[src/rtl/fifo_arb_pkg.sv]
// Shared types and width helpers for the FIFO write-port arbiter.
package fifo_arb_pkg;

   typedef enum logic {
      ARB_IDLE = 1'b0,
      ARB_LOCK = 1'b1
   } arb_state_t;

   // Index width that never collapses to zero bits.
   function automatic int clog2_min1(input int n);
      return (n <= 2) ? 1 : $clog2(n);
   endfunction

endpackage

[src/rtl/fifo_wr_arb_rr_prio_enc.sv]
// Rotating-priority first-one search: first set req bit at ptr, ptr+1, ... modulo N.
module rr_prio_enc
   import fifo_arb_pkg::*;
#(
   parameter int N = 4
) (
   input  logic [N-1:0]                req,
   input  logic [clog2_min1(N)-1:0]    ptr,
   output logic                        any,
   output logic [clog2_min1(N)-1:0]    idx
);

   localparam int IW = clog2_min1(N);

   always_comb begin
      any = 1'b0;
      idx = '0;
      for (int unsigned k = 0; k < N; k++) begin
         if (!any && req[(32'(ptr) + k) % N]) begin
            any = 1'b1;
            idx = IW'((32'(ptr) + k) % N);
         end
      end
   end

endmodule

[src/rtl/fifo_wr_arb.sv]
// Round-robin arbiter sharing one fifo_ctrl write port between NUM_REQ producers,
// with burst locking and a MAX_BURST forced release.
module fifo_wr_arb
   import fifo_arb_pkg::*;
#(
   parameter int NUM_REQ   = 4,
   parameter int DAT_WID   = 32,
   parameter int MAX_BURST = 16
) (
   input  logic                           clk,
   input  logic                           rst_n,
   input  logic [NUM_REQ-1:0]             req,
   input  logic [NUM_REQ-1:0]             last,
   input  logic [NUM_REQ*DAT_WID-1:0]     din,
   input  logic                           full,
   output logic [NUM_REQ-1:0]             gnt,
   output logic                           wen,
   output logic [DAT_WID-1:0]             wr_data,
   output logic [clog2_min1(NUM_REQ)-1:0] owner,
   output logic                           locked,
   output logic                           burst_err
);

   localparam int IDX_WID  = clog2_min1(NUM_REQ);
   localparam int BCNT_WID = $clog2(MAX_BURST + 1);

   arb_state_t           r_state;
   logic [IDX_WID-1:0]   r_rr_ptr;
   logic [IDX_WID-1:0]   r_owner;
   logic [BCNT_WID-1:0]  r_beat_cnt;
   logic                 r_burst_err;

   logic                 w_any;
   logic [IDX_WID-1:0]   w_win;
   logic [IDX_WID-1:0]   w_sel;
   logic                 w_sel_vld;
   logic [NUM_REQ-1:0]   w_gnt;
   logic                 w_xfer;
   logic                 w_last;
   logic [BCNT_WID-1:0]  w_cnt_nxt;
   logic                 w_cap;

   function automatic logic [IDX_WID-1:0] next_idx(input logic [IDX_WID-1:0] i);
      return (32'(i) == NUM_REQ - 1) ? '0 : i + 1'b1;
   endfunction

   rr_prio_enc #(
      .N (NUM_REQ)
   ) u_enc (
      .req (req),
      .ptr (r_rr_ptr),
      .any (w_any),
      .idx (w_win)
   );

   // beat_cnt is 0 in IDLE, so the cap test also covers a first beat with MAX_BURST=1.
   always_comb begin
      w_sel     = (r_state == ARB_LOCK) ? r_owner : w_win;
      w_sel_vld = rst_n & ~full & ((r_state == ARB_LOCK) | w_any);
      w_gnt     = '0;
      if (w_sel_vld)
         w_gnt[w_sel] = 1'b1;
      w_xfer    = |(req & w_gnt);
      w_last    = last[w_sel];
      w_cnt_nxt = r_beat_cnt + 1'b1;
      w_cap     = (w_cnt_nxt == BCNT_WID'(MAX_BURST));
      wr_data   = w_sel_vld ? din[w_sel*DAT_WID +: DAT_WID] : '0;
   end

   always_ff @(posedge clk or negedge rst_n) begin
      if (!rst_n) begin
         r_state     <= ARB_IDLE;
         r_rr_ptr    <= '0;
         r_owner     <= '0;
         r_beat_cnt  <= '0;
         r_burst_err <= 1'b0;
      end else begin
         r_burst_err <= 1'b0;
         if (w_xfer) begin
            r_owner <= w_sel;
            if (w_last || w_cap) begin
               r_state     <= ARB_IDLE;
               r_beat_cnt  <= '0;
               r_rr_ptr    <= next_idx(w_sel);
               r_burst_err <= ~w_last;
            end else begin
               r_state    <= ARB_LOCK;
               r_beat_cnt <= w_cnt_nxt;
            end
         end
      end
   end

   assign gnt       = w_gnt;
   assign wen       = w_xfer;
   assign owner     = r_owner;
   assign locked    = (r_state == ARB_LOCK);
   assign burst_err = r_burst_err;

endmodule
[config.mk]
export PLATFORM = sky130hd
export DESIGN_NAME = fifo_wr_arb
export DESIGN_NICKNAME = d
export VERILOG_FILES = /design/src/rtl/fifo_arb_pkg.sv /design/src/rtl/fifo_wr_arb_rr_prio_enc.sv /design/src/rtl/fifo_wr_arb.sv
export SDC_FILE = /design/constraint.sdc
export NUM_CORES = 1
export LEC_CHECK = 0
export CAP_MARGIN = 20
export CORE_ASPECT_RATIO = 2
export CORE_MARGIN = 4
export CORE_UTILIZATION = 34
export CTS_CLUSTER_DIAMETER = 200
export DETAILED_ROUTE_END_ITERATION = 16
export GPL_ROUTABILITY_DRIVEN = 0
export HOLD_SLACK_MARGIN = 0.03
export PLACE_DENSITY = 0.92
export SLEW_MARGIN = 20
export SYNTH_ARGS = -nofsm -noshare
export SYNTH_HDL_FRONTEND = slang
export SYNTH_SLANG_ARGS = --single-unit
[constraint.sdc]
create_clock -name clk -period 4.1 [get_ports clk]
set_input_delay 0.41 -clock clk [delete_from_list [all_inputs] [get_ports clk]]
set_output_delay 0.41 -clock clk [all_outputs]
set_load 0.005 [all_outputs]
After elaboration in Yosys (flattened, before gate mapping):

Cells that the tools add are included.

* reduce and logical (&&, ||, !) cells: 10
* muxes and demuxes: 28
* eq/ne operators: 2
* add/sub/neg operators: 5
* bitwise operators: 6
* order comparisons: 6
* shift-type cells: 1

Operators with widths (count)
* $shiftx A128 B8 Y32: 1
* $mux W32: 1
* $lt A2 B3 Y1 const B: 5
* $mux W1: 13
* $mux W2: 6
* $bmux W1 S2: 5
* $add A5 B1 Y5 const B: 1
* $eq A5 B5 Y1 const B: 1
* $mux W5: 1
* $add A2 B1 Y2 const B: 2
* $add A2 B2 Y2 const B: 2
* $and A4 B4 Y4: 1
* $logic_and A1 B1 Y1: 4
* $mux W4: 1
* $reduce_or A4 Y1: 1
* $logic_not A1 Y1: 3
* $and A1 B1 Y1: 2
* $demux W1 S2: 1
* $eq A2 B2 Y1 const B: 1
* $ge A2 B1 Y1 const B: 1
* $not A1 Y1: 2
* $reduce_and A2 Y1: 1
* $logic_or A1 B1 Y1: 1
* $or A1 B1 Y1: 1

* bits of input ports: 139
* flip-flop bits (word level): 11
* logic and storage cells: 63

Logic depth before layout (Yosys ltp):

Gate-level depths: netlist (run 1).

* depth in word-level cells: 21
* mapped depth: 10
* mapped depth without buffers: 8

Hierarchy:

From an unflattened synthesis (run 1), not the netlist that was laid out.

* cells, all modules: 160
* area total of the unflattened synthesis: 1734.2 um^2

By module, submodules not included
* fifo_wr_arb: area each 1656.6 um^2, times used 1, cells an instance 145
* rr_prio_enc: area each 77.6 um^2, times used 1, cells an instance 15

Worst setup path before layout (run 1):

Ideal clock, no wire load.

* path kind: register to output
* start: register r_state (netlist: locked)
* end: output wr_data[25]
* stages on the path, launching flop included: 9
* data arrival time: 1.939 ns
* setup slack: 1.751 ns
* data required time: 3.690 ns
* path buffers: 4
* path through: dfrtp_1 > buf_4 > or3_4 > o221a_1 > buf_2 > buf_2 > buf_2 > a211oi_1 > a211oi_1

* cells in the longest elaborated chain, start to end: 3
* elaborated cells between the ends (all ways): 5
* those cells by class: 1 x shift; 2 x mux; 2 x bitwise

RTL lines
* start, declared: RTL line fifo_wr_arb.sv:27 `arb_state_t r_state;`
* start signal, assigned: RTL line fifo_wr_arb.sv:72 `r_state <= ARB_IDLE;`
* start signal, assigned: RTL line fifo_wr_arb.sv:82 `r_state <= ARB_IDLE;`
* start signal, assigned: RTL line fifo_wr_arb.sv:87 `r_state <= ARB_LOCK;`
* $mux W2 / $or A1 B1 Y1 (equally long branches): RTL line fifo_wr_arb.sv:58, fifo_wr_arb.sv:59
* $shiftx A128 B8 Y32 / $and A1 B1 Y1 (equally long branches): RTL line fifo_wr_arb.sv:67, fifo_wr_arb.sv:59
* $mux W32 *: RTL line fifo_wr_arb.sv:67 `wr_data = w_sel_vld ? din[w_sel*DAT_WID +: DAT_WID] : '0;`
* end, declared: RTL line fifo_wr_arb.sv:18 `output logic [DAT_WID-1:0] wr_data,`

Mark *: on every way between the ends. The rest lies on a longest branch, timed or not.

Worst setup path after layout (run 1):

* start: input req[2]
* end: output wr_data[13]

* cells in the longest elaborated chain, start to end: 15
* elaborated cells between the ends (all ways): 27
* those cells by class: 1 x shift; 18 x mux; 2 x bitwise; 6 x reduce/logical

RTL lines
* start, declared: RTL line fifo_wr_arb.sv:12 `input logic [NUM_REQ-1:0] req,`
* $bmux W1 S2: RTL line fifo_wr_arb_rr_prio_enc.sv:19 `if (!any && req[(32'(ptr) + k) % N]) begin`
* $mux W1 (not written as such): RTL line fifo_wr_arb_rr_prio_enc.sv:19
* $mux W1: RTL line fifo_wr_arb_rr_prio_enc.sv:19
* $logic_not A1 Y1: RTL line fifo_wr_arb_rr_prio_enc.sv:19
* $logic_and A1 B1 Y1: RTL line fifo_wr_arb_rr_prio_enc.sv:19
* $mux W1: RTL line fifo_wr_arb_rr_prio_enc.sv:19
* $logic_not A1 Y1: RTL line fifo_wr_arb_rr_prio_enc.sv:19
* $logic_and A1 B1 Y1: RTL line fifo_wr_arb_rr_prio_enc.sv:19
* $mux W1: RTL line fifo_wr_arb_rr_prio_enc.sv:19
* $logic_not A1 Y1: RTL line fifo_wr_arb_rr_prio_enc.sv:19
* $logic_and A1 B1 Y1: RTL line fifo_wr_arb_rr_prio_enc.sv:19
* $mux W2 / $mux W1 (equally long branches): RTL line fifo_wr_arb_rr_prio_enc.sv:19
* $mux W2 / $or A1 B1 Y1 (equally long branches): RTL line fifo_wr_arb.sv:58, fifo_wr_arb.sv:59
* $shiftx A128 B8 Y32 / $and A1 B1 Y1 (equally long branches): RTL line fifo_wr_arb.sv:67, fifo_wr_arb.sv:59
* $mux W32 *: RTL line fifo_wr_arb.sv:67

Mark *: on every way between the ends. The rest lies on a longest branch, timed or not. The select of a mux whose other input is x is not followed.

==> impl_results.md, run 1 <==
* Status: completed
* Most frequent CP cell: a211oi_1
* Gr usage total at 0.222
* Syn_nets at 389
* Post-synth ARST share at 1.00
* WP buf/inv at 3
* Hold Violations, Final at 0
* Final setup margin at 0.260 ns
* CTS tree: built
* Clock transition at path regs at 0.04 ns
* Starting DRT DRC Count at 92
* Final setup TNS at 0 ns
* Top cells by area, synth: a211oi_1 (25%), mux2i_1 (16%), dfrtp_1 (14%)
* Worst Setup SP: req[2]
* Pre-CTS setup slack at 0.250 ns
* Die Wd at 62.1 um
* Worst reg2reg path startpoint: locked
* Synth top area share at 0.245
* Crit-path max cell delay at 0.61 ns
* Dominant synthesized flop cell: dfrtp_1
* Worst setup EP type: output pin
* Reg power frac at 0.108
* Worst EP arrival at 3.43 ns
* Synthesis-to-layout area growth at 95.8%
* Min cycle time layout at 3.84 ns
* Int Pwr at 0.00106 W
* Synthesized cell area at 1990 um^2
* CTS buffer count at 3
* Psw at 0.000938 W
* Nets at 555
* R2R cell count at 7
* Unrepaired setup endpoints after global routing: no
* Final setup violating endpoints at 0
* HPWL Detailed at 6930 um
* # fillers at 486
* Achievable Freq at 260 MHz
* Max_slew headroom at 0.518
* Combinational power share at 0.805
* Grt total ovfl at 0
* Rows at 39
* Critical path's slowest cell: nor2_4
* Initial Utilization at 0.349
* Mapped Cells at 249
* Max Cap Viol at 0
* Share of cells above drive strength 1 at 0.0531
* Crit-path max FO at 38
* Largest net degree at the start of global routing at 45
* CP startpoint kind: input pin
* Top cells by count, synth: a211oi_1 (65), and2_1 (32), mux2i_1 (32)
* Multi-input gate area at 1590 um^2
* Root Driver: clkbuf_16
* Pwr Density at 514 nW/um^2
* First-pass GRT wire length at 13400 um
* Final period util at 0.937
* Critical path depth in cells at 8
* H-tree depth at 1
* Unique cell type count in the Yosys netlist at 46
* Antenna cells at 0
* WS Path Type: input pin to output pin
* Clk_lat worst skew at 0.23 ns
* Average wire per standard cell at 18.0 um
* Vias in the first global route at 2779
* Cell taking the most area after synthesis: a211oi_1
* Port bufs at 179
* Post-synth EDFFs at 0
* Most common cell in the synthesized netlist: a211oi_1
* Max VDD drop at 0.000609 V
* Final ANT Viol Nets at 0
* Routed vias/inst at 5.56
* Least-Margin Pin Slew at 0.722 ns
* Worst-case clock buffer depth at 2
* HP Class: input pin to async pin
* Die Ht at 116 um
* Via Count at 2642
* WP data required at 3.69 ns
* Synth warnings at 0
* Critical Path, Cell by Cell: clkdlybuf4s50_1 -> nor2b_1 -> a211oi_1 -> nor2_4 -> buf_4 -> a211oi_1 -> a211oi_1 -> clkdlybuf4s50_1
* DIE AREA at 7220 um^2
* First-pass DRT Iterations at 4
* Register area at 275 um^2
* Final Max Tran Viols at 0
* Routed WL at 8540 um
* Worst Clk Skew at 0.000423 ns
* I/O Pins at 180
* Flops & latches, synth at 11
* Hold_buf cts at 0
* Initial antenna violation count at 0
* Leakage at 1.52 nW
* Setup bufs post-CTS at 0
* Syn Area/Cell at 7.99 um^2
* Seq/Total Area, Yosys at 0.138
* Core ar. at 5710 um^2
* Sw Share at 0.468
* DRC at 0
* CTS sink cnt at 11
* # resized after CTS at 0
* Clk pwr share at 0.087
* Critical path's top delay family: buffers and inverters
-- area by class of cell --
cell class	instances	share of cell area
Sequential cell	11	0.0706
Multi-Input combinational cell	210	0.409
Timing Repair Buffer	184	0.473
Clock buffer	4	0.0202
Tap cell	61	0.0196
Inverter	5	0.00803
-- per-layer routing --
| layer | up-vias | GRT usage | routed length (um) |
|---|---|---|---|
| met1 | 1216 | 0.222 | 3030 |
| met3 | 18 | 0.0472 | 511 |
| met2 | 121 | 0.450 | 4800 |
| met4 | 0 | 0.0579 | 195 |
| li1 | 1287 | - | - |
| met5 | - | 0 | 0 |
-- worst paths after layout --
check	to	slack [ns]
min in group clk	r_beat_cnt[2]	0.53
hold reg to reg	r_beat_cnt[2]	0.53
setup / recovery	wr_data[13]	0.26
setup reg to reg	r_rr_ptr[1]	1.21
hold / removal	r_rr_ptr[1]	0.48
max in group asynchronous	burst_err	3.46
-- cell usage in the layout, fill, tap and decap left out, drive strengths merged, types with 2 or more instances in the layout --
cell type	synthesis	final
buf	8	5
o21ai	10	10
dfrtp	11	11
a211oi	65	65
nor3	2	2
mux2i	32	32
and3	3	3
o31ai	2	2
clkbuf	15	4
mux2	3	3
nor2	5	5
nand3	9	9
inv	4	4
a21oi	5	5
o311ai	2	2
nand3b	3	3
a21boi	2	2
nand2	13	13
clkdlybuf4s50	0	179
and2	32	32
nand2b	3	3
nor2b	4	4
-- power by group through the flow --
| stage | logic [W] | registers, W | clock network, W |
|---|---|---|---|
| after global routing | 0.00175 | 0.000223 | 0.000181 |
| after floorplan | 0.00108 | 0.000188 | 0 |
| after global placement | 0.00157 | 0.000211 | 0 |
| after detailed placement | 0.00161 | 0.000215 | 0 |
| after CTS | 0.00162 | 0.000215 | 0.000175 |
| final | 0.00161 | 0.000216 | 0.000175 |
-- state kept, by name (all words and copies together) (netlist names) --
name,cells
r_beat_cnt,5
owner,2
r_rr_ptr,2
burst_err,1
locked,1
-- metrics by stage --
stage	util	power, W	std cells	instance area (um^2)	hold WS, ns
final	0.683	0.00200	475	3900	0.480
after detailed placement	0.669	0.00183	471	3820	0.524
after floorplan	-	0.00127	249	1990	0.114
after global placement	0.669	0.00179	471	3820	0.510
after global routing	0.683	0.00216	475	3900	0.500
after CTS	0.683	0.00201	475	3900	0.484
-- cells by family after synthesis --
| family | after synthesis | synth area share |
|---|---|---|
| compound gates | 94 | 0.368 |
| simple gates | 79 | 0.237 |
| mux | 35 | 0.178 |
| buf+inv | 28 | 0.0679 |
| flops | 11 | 0.138 |
| xor+xnor | 1 | 0.00440 |
| fa+ha+maj | 1 | 0.00628 |
No activity file was read; power rests on OpenSTA's default activity.
==> run 2: changes to the inputs <==
--- a/config.mk
+++ b/config.mk
@@ -14,6 +14,7 @@
 export GPL_ROUTABILITY_DRIVEN = 0
 export HOLD_SLACK_MARGIN = 0.03
 export PLACE_DENSITY = 0.92
+export SETUP_SLACK_MARGIN = 0.3
 export SLEW_MARGIN = 20
 export SYNTH_ARGS = -nofsm -noshare
 export SYNTH_HDL_FRONTEND = slang
==> impl_results.md, run 2 (synthesis results as in run 1) <==
* Critical path's slowest cell: clkdlybuf4s50_1
* Port bufs at 179
* Die Wd at 62.1 um
* HP Class: input pin to async pin
* Clk_lat worst skew at 0.24 ns
* Most flop-heavy register: r_beat_cnt
* Critical path's top delay family: buffers and inverters
* CTS buffer count at 3
* Worst-case clock buffer depth at 2
* Max reg flops at 5
* Final Max Tran Viols at 0
* Largest net degree at the start of global routing at 45
* Root Driver: clkbuf_16
* Least-Margin Pin Slew at 0.739 ns
* Status: completed
* Routed WL at 9250 um
* Final Core Density at 0.689
* DIE AREA at 7220 um^2
* H-tree depth at 1
* Register area at 275 um^2
* WP buf/inv at 3
* Max_slew headroom at 0.507
* Unrepaired setup endpoints after global routing: no
* Max Cap Viol at 0
* Share of cells above drive strength 1 at 0.0671
* Clock transition at path regs at 0.04 ns
* Achievable Freq at 274 MHz
* Rows at 39
* Final setup TNS at 0 ns
* CP startpoint kind: input pin
* Worst EP arrival at 3.24 ns
* Synthesis-to-layout area growth at 97.5%
* Commonest non-fill, non-tap cell in the layout: clkdlybuf4s50_1
* # fillers at 475
* CTS sink cnt at 11
* Crit-path max cell delay at 0.58 ns
* Vias in the first global route at 2846
* HPWL Detailed at 6930 um
* Commonest non-fill, non-tap cells in the layout: clkdlybuf4s50_1 (179), a211oi_1 (64), mux2i_1 (32), and2_1 (32), nand2_1 (12)
* Via Count at 2739
* First-pass DRT Iterations at 6
* Critical Path, Cell by Cell: clkdlybuf4s50_1 -> nor2b_1 -> o211ai_2 -> o221a_4 -> buf_12 -> mux2i_1 -> a211oi_1 -> clkdlybuf4s50_1
* WP data required at 3.69 ns
* CTS tree: built
* Gr usage total at 0.228
* Core ar. at 5710 um^2
* Initial Utilization at 0.349
* I/O Pins at 180
* Leakage at 1.53 nW
* Min cycle time layout at 3.65 ns
* Crit-path max FO at 44
* Hold Violations, Final at 0
* First-pass GRT wire length at 13600 um
* Final period util at 0.891
* Initial antenna violation count at 0
* Final setup violating endpoints at 0
* Multi-input gate area at 1620 um^2
* Hold_buf cts at 0
* Grt total ovfl at 0
* Nets at 558
* Most frequent CP cell: clkdlybuf4s50_1
* Worst Clk Skew at 0.000750 ns
* Antenna cells at 0
* Die Ht at 116 um
* WS Path Type: input pin to output pin
* Worst setup EP type: output pin
* Routed vias/inst at 5.73
* Final ANT Viol Nets at 0
* Max VDD drop at 0.000515 V
* Starting DRT DRC Count at 133
* DRC at 0
* Pwr Density at 530 nW/um^2
* Average wire per standard cell at 19.3 um
run 2: changes by cell type in the layout (fill, tap and decap cells not counted), sizes merged:
cell   previous run  this run
nor2              5         6
o221a             1         2
buf               5         6
run 2: path summary, 6_finish.rpt:
path / startpoint / endpoint / slack (ns) / depth (start not counted)
hold reg to reg: r_beat_cnt[2] / r_beat_cnt[2] / 0.53 / 1
max in group asynchronous: rst_n / r_beat_cnt[0] / 3.46 / 2
hold / removal: rst_n / owner[0] / 0.48 / 2
setup / recovery: req[1] / wr_data[18] / 0.45 / 8
setup reg to reg: locked / r_rr_ptr[1] / 1.26 / 6
min in group clk: r_beat_cnt[2] / r_beat_cnt[2] / 0.53 / 1
run 2: final cells by class:
cell class,instances,area share
Sequential cell,11,0.0700
Multi-Input combinational cell,212,0.412
Timing Repair Buffer,185,0.470
Clock buffer,4,0.0200
Inverter,5,0.00795
Tap cell,61,0.0194
run 2: what timing repair did:
action,CTS,global route
pin swaps,1,1
buffers inserted,0,1
resized for setup,1,2
cloned,1,1
endpoints found under the setup margin,2,2
run 2: worst register-to-register path, stage by stage (launching register included):
cell	delay (ns)
dfrtp_1	0.63
mux2_1	0.39
a21oi_1	0.44
nor2_4	0.21
a221o_2	0.55
nor2_4	0.17
mux2_1	0.33
run 2: where the power goes:
part | switching (W) | total [W] | internal [W]
combinational | 0.000875 | 0.00168 | 0.000807
sequential | 0.0000744 | 0.000224 | 0.000149
clock | 0.0000468 | 0.000177 | 0.000130
total | 0.000996 | 0.00208 | 0.00109
run 2: metal layers:
| layer | routed length [um] | GRT usage |
|---|---|---|
| met3 | 592 | 0.0481 |
| met5 | 0 | 0 |
| met4 | 197 | 0.0622 |
| met1 | 3160 | 0.226 |
| met2 | 5290 | 0.463 |
run 2: stage by stage:
stage	hold WS (ns)	cell area, um^2	cells	setup slack [ns]	power [W]
floorplan	0.114	1990	249	1.75	0.00127
CTS	0.484	3910	476	0.429	0.00204
global route	0.498	3930	478	0.304	0.00223
global placement	0.510	3820	471	0.305	0.00179
finish	0.478	3930	478	0.448	0.00208
detailed placement	0.524	3820	471	0.250	0.00183
